===== src/rtl/instruction_fetch.sv =====
// Instruction fetch front end: owns the PC, reads a fixed-latency synchronous ROM
// and hands each word to the decoder over a valid/ready handshake.
//
// state   | meaning
// IDLE    | waiting for run or a step edge
// REQ     | one-cycle imem read strobe
// WAIT    | counting down the ROM latency, capture on the last count
// HOLD    | instruction presented, waiting for decoder accept
// WAIT_PC | waiting for the decoder PC update (increment or jump)
// HALTED  | terminal until reset
module instruction_fetch #(
    parameter int ADDR_W   = 8,
    parameter int DATA_W   = 16,
    parameter int MEM_LAT  = 1,
    parameter int RESET_PC = 0
) (
    input  logic              clk,
    input  logic              rst,
    input  logic              run,
    input  logic              step,
    input  logic              halt,
    output logic              imem_ren,
    output logic [ADDR_W-1:0] imem_addr,
    input  logic [DATA_W-1:0] imem_rdata,
    output logic [DATA_W-1:0] instruction,
    output logic              ins_valid,
    input  logic              ins_ready,
    input  logic              pc_en,
    input  logic              pc_inc0_jum1,
    input  logic [15:0]       pc_ext,
    output logic [ADDR_W-1:0] pc_addr,
    output logic              busy
);

    typedef enum logic [2:0] {
        S_IDLE,
        S_REQ,
        S_WAIT,
        S_HOLD,
        S_WAIT_PC,
        S_HALTED
    } state_t;

    state_t              state_q, state_d;
    logic [ADDR_W-1:0]   pc_q, pc_d;
    logic [ADDR_W-1:0]   addr_q, addr_d;
    logic [DATA_W-1:0]   instr_q, instr_d;
    logic                valid_q, valid_d;
    logic [1:0]          cnt_q, cnt_d;
    logic                step_q, step_d;
    logic                halt_pend_q, halt_pend_d;
    logic                step_edge;
    logic                unused_pc_ext;

    assign unused_pc_ext = ^pc_ext;
    assign step_edge     = step & ~step_q;

    always_comb begin
        state_d     = state_q;
        pc_d        = pc_q;
        addr_d      = addr_q;
        instr_d     = instr_q;
        valid_d     = valid_q;
        cnt_d       = cnt_q;
        step_d      = step;
        halt_pend_d = halt_pend_q;

        case (state_q)
            S_IDLE: begin
                if (halt) begin
                    state_d = S_HALTED;
                end else if (run || step_edge) begin
                    state_d = S_REQ;
                    addr_d  = pc_q;
                end
            end
            S_REQ: begin
                cnt_d       = 2'(MEM_LAT);
                halt_pend_d = halt_pend_q | halt;
                state_d     = S_WAIT;
            end
            S_WAIT: begin
                cnt_d = cnt_q - 2'd1;
                if (cnt_q == 2'd1) begin
                    // A halt seen at any point during the read drops the word.
                    if (halt_pend_q || halt) begin
                        state_d     = S_HALTED;
                        halt_pend_d = 1'b0;
                    end else begin
                        instr_d = imem_rdata;
                        valid_d = 1'b1;
                        state_d = S_HOLD;
                    end
                end else begin
                    halt_pend_d = halt_pend_q | halt;
                end
            end
            S_HOLD: begin
                if (halt) begin
                    valid_d = 1'b0;
                    state_d = S_HALTED;
                end else if (ins_ready) begin
                    valid_d = 1'b0;
                    state_d = S_WAIT_PC;
                end
            end
            S_WAIT_PC: begin
                if (halt) begin
                    state_d = S_HALTED;
                end else if (pc_en) begin
                    pc_d    = pc_inc0_jum1 ? pc_ext[ADDR_W-1:0] : pc_q + ADDR_W'(1);
                    state_d = S_IDLE;
                end
            end
            S_HALTED: begin
                valid_d = 1'b0;
            end
            default: begin
                state_d = S_IDLE;
            end
        endcase
    end

    always_ff @(posedge clk or posedge rst) begin
        if (rst) begin
            state_q     <= S_IDLE;
            pc_q        <= ADDR_W'(RESET_PC);
            addr_q      <= ADDR_W'(RESET_PC);
            instr_q     <= '0;
            valid_q     <= 1'b0;
            cnt_q       <= 2'd0;
            step_q      <= 1'b0;
            halt_pend_q <= 1'b0;
        end else begin
            state_q     <= state_d;
            pc_q        <= pc_d;
            addr_q      <= addr_d;
            instr_q     <= instr_d;
            valid_q     <= valid_d;
            cnt_q       <= cnt_d;
            step_q      <= step_d;
            halt_pend_q <= halt_pend_d;
        end
    end

    assign imem_ren    = (state_q == S_REQ);
    assign imem_addr   = addr_q;
    assign instruction = instr_q;
    assign ins_valid   = valid_q;
    assign pc_addr     = pc_q;
    assign busy        = (state_q != S_IDLE) && (state_q != S_HALTED);

endmodule


===== config.mk =====
export PLATFORM = sky130hd
export DESIGN_NAME = instruction_fetch
export DESIGN_NICKNAME = d
export VERILOG_FILES = /design/src/rtl/instruction_fetch.sv
export SDC_FILE = /design/constraint.sdc
export NUM_CORES = 1
export LEC_CHECK = 0
export ABC_AREA = 1
export BUFFER_PORTS_ARGS = -buffer_cell sky130_fd_sc_hd__buf_2
export CAP_MARGIN = 20
export CELL_PAD_IN_SITES_DETAIL_PLACEMENT = 0
export CELL_PAD_IN_SITES_GLOBAL_PLACEMENT = 2
export CORE_ASPECT_RATIO = 1.2
export CORE_MARGIN = 5
export CORE_UTILIZATION = 24
export CTS_CLUSTER_SIZE = 10
export DETAILED_ROUTE_END_ITERATION = 6
export PLACE_DENSITY = 0.79
export SETUP_SLACK_MARGIN = 0.3
export SKIP_CTS_REPAIR_TIMING = 1
export SYNTH_ARGS = -nofsm -noshare
export SYNTH_HDL_FRONTEND = slang
export SYNTH_SLANG_ARGS = --single-unit

===== constraint.sdc =====
create_clock -name clk -period 1.4 [get_ports clk]
set_clock_uncertainty 0.1 [all_clocks]
set_input_delay 0.28 -clock clk [delete_from_list [all_inputs] [get_ports clk]]
set_output_delay 0.28 -clock clk [all_outputs]
set_load 0.02 [all_outputs]

==> impl_results.md <==
* H-tree depth at 2
* Die height at 109 um
* Vias in the first global route at 1,819
* Sw Pwr at 517 uW
* Outcome: finished with violations
* PD cells at 701 nW/um2
* Commonest non-fill, non-tap cells in the layout: 77 x nand2_1, 40 x buf_6, 32 x buf_4
* # diodes at 0
* Worst setup margin at -0.221 ns
* Detailed Route Iter0 Violations at 63
* DR DRC count at 0
* Clock sinks at 40
* Avg WL per Cell at 13.1 um
* Setup WS pre-CTS at -0.0849 ns
* Critical path class: flip-flop to output pin
* Number of setup violations in the final report at 37
* Ports at 75
* Antenna Nets Post-Route at 0
* Max cap viols at 0
* Failing checks: negative setup slack
* Slowest-stage cell, CP: dfrtp_2
* Rel. slew slack at 81.9%
* DIE AREA at 10,000 um2
* Crit path capture type: output pin
* CP arrival at 1.24 ns
* Final wirelength at 5.92 mm
* Worst path top cell family by delay: flip-flops
* Post-Syn Instances at 246
* Crit-path cells: nor2_4 > nand2_2 > inv_4 > nor2_4 > buf_6
* Peak supply drop at 0.437 mV
* CTS Buffer Depth at 2
* Critical Path Most Common Cell: nor2_4
* GP Congestion at 0.773
* Fin util at 40.3%
* Hold_sp: imem_rdata[14]
* Via-to-Cell Ratio at 4.38
* First-pass DRT Iterations at 4
* Row count at 36
* Sequential share of the synthesized area at 51.3%
* Starting Density at 24.3%
* Post-route cell area at 3230 um2
* Total global-route track usage at 10.6%
* Combinational Power Share at 5.7%
* Final std cells w/o fill at 452
* Yosys Warn Count at 0
* Sequential share of power at 51.1%
* CP required at 1.02 ns
* Mapped Area at 1950 um2
* Share of layout cells above drive strength 1 at 47.9%
* Hold Path Class: input pin to flip-flop
* Final Hold Viols at 0
* NumNets Final at 398
* Worst-Skew Late Latency at 0.30 ns
* Num CTS Buffers at 5
* Clock Tree Root: clkbuf_8
* CP bufs+invs at 2
* Synth Area per Inst at 7.92 um2
* Initial antenna violation count at 1
* Clock share of power at 43.2%
* Die W at 92.3 um
* Grt total ovfl at 0
* Post-Syn Nets at 288
* Via Count at 1,982
* First-pass GRT wire length at 8.49 mm
* Number of I/O port buffers at 66
* Fmax at 617 MHz
* Reg-to-Reg Start: state_q[2]$_DFFE_PP0P_
* Leakage power at 0.00173 uW
* Core ar. at 8020 um2
* Worst Setup Start Kind: flip-flop
* Commonest non-fill, non-tap cell in the layout: nand2_1
* Post-layout min period at 1.62 ns
* Slowest stage delay, CP at 0.49 ns
* CTS clk-pin slew, worst paths at 0.09 ns
* Crit Path Max Fanout at 7
* Internal Pwr Total at 1750 uW
* Switching fraction of total power at 22.8%
* Distinct cells, synth at 24
* Cells after DPL at 414
* CP startpoint: state_q[0]$_DFFE_PP0P_
* RSZ-0062 raised after global routing: yes
* Largest net degree at the start of global routing at 41
* P&R area growth vs syn at 65.7%
* CTS tree: built
* Post-DP HPWL at 3.91 mm
* Tcrit/Tclk final at 116%
* Synthesized flop and latch total at 40
* Pwr Total at 2260 uW
* Measured slew at the worst slew-check pin at 0.272 ns
* Final slew viol count at 0
* Dpl cell area at 2560 um2
## worst register-to-register path: cells and delay by family, from the launching register on
family                 cells  cell delay [ns]
buffers and inverters      3             0.35
DFF                        1             0.47
and+or+nand+nor            6             0.55
## registers in the layout, summed over array words and instances (netlist names)
signal	flops
instruction	16
imem_addr	8
pc_addr	8
state_q	3
cnt_q	2
halt_pend_q	1
ins_valid	1
step_q	1
## routing by layer
| layer | global-route usage [%] | up-vias | wire, um |
|---|---|---|---|
| met5 | 0 | - | 13 |
| met4 | 3.82 | 2 | 99 |
| met3 | 3.38 | 13 | 338 |
| met2 | 18.2 | 47 | 3060 |
| met1 | 12.5 | 917 | 2410 |
| li1 | - | 1003 | - |
## kinds of logic after synthesis
family                     Yosys count  share of synthesized area (%)
and+or+nand+nor                    128                           28.9
DFF                                 40                           51.3
adders and majority gates            2                           1.28
buffers and inverters               40                           8.99
AOI/OAI and AO/OA                   36                           9.43
## synthesized netlist by cell type (all sizes together)
| cell type | number | area (um2) |
|---|---|---|
| nor2 | 19 | 103 |
| nor3 | 1 | 5.00 |
| ha | 2 | 25.0 |
| o22ai | 2 | 12.5 |
| a21oi | 11 | 55.1 |
| nand4 | 5 | 37.5 |
| o21ai | 22 | 110 |
| inv | 32 | 120 |
| clkinv | 1 | 5.00 |
| nand3 | 14 | 75.1 |
| buf | 7 | 50.1 |
| a31oi | 1 | 6.26 |
| nand2 | 89 | 344 |
| dfrtp | 40 | 1000 |
## path summary, 6_finish.rpt
path                                          endpoint  slack [ns]  cells after the start
max                                               busy       -0.22                      5
min                        instruction[14]$_DFFE_PP0P_        0.08                      3
max reg2reg                 instruction[0]$_DFFE_PP0P_       -0.13                      9
min reg2reg                       cnt_q[0]$_DFFE_PP0P_        0.39                      1
max in group asynchronous       state_q[1]$_DFFE_PP0P_        0.51                      4
min in group asynchronous       pc_addr[4]$_DFFE_PP0P_        0.48                      4
## metrics by stage
stage / setup TNS [ns] / hold slack (ns)
floorplan: -0.223 / 0.159
global route: -6.40 / 0.0737
CTS: -2.56 / -0.0790
detailed placement: -1.49 / 0.251
finish: -3.35 / 0.0775
global placement: -1.54 / 0.251
## final cells by class
type / count / area, um2
fill: 838 / 4790
sequential: 40 / 1010
multi-input combinational: 168 / 923
timing repair buffer: 107 / 906
inverter: 33 / 148
tap: 95 / 119
clock buffer: 5 / 68.8
clock inverter: 3 / 46.3
timing repair inverter: 1 / 5.00
## power by group through the flow
stage,Sequential (uW),Clock [uW],Combinational (uW)
after floorplan,1180,0,47.6
after global placement,1180,0,120
after detailed placement,1180,0,120
after CTS,1160,1020,121
after global routing,1160,1070,147
final,1160,978,130
(Power assumes the default switching activity.)
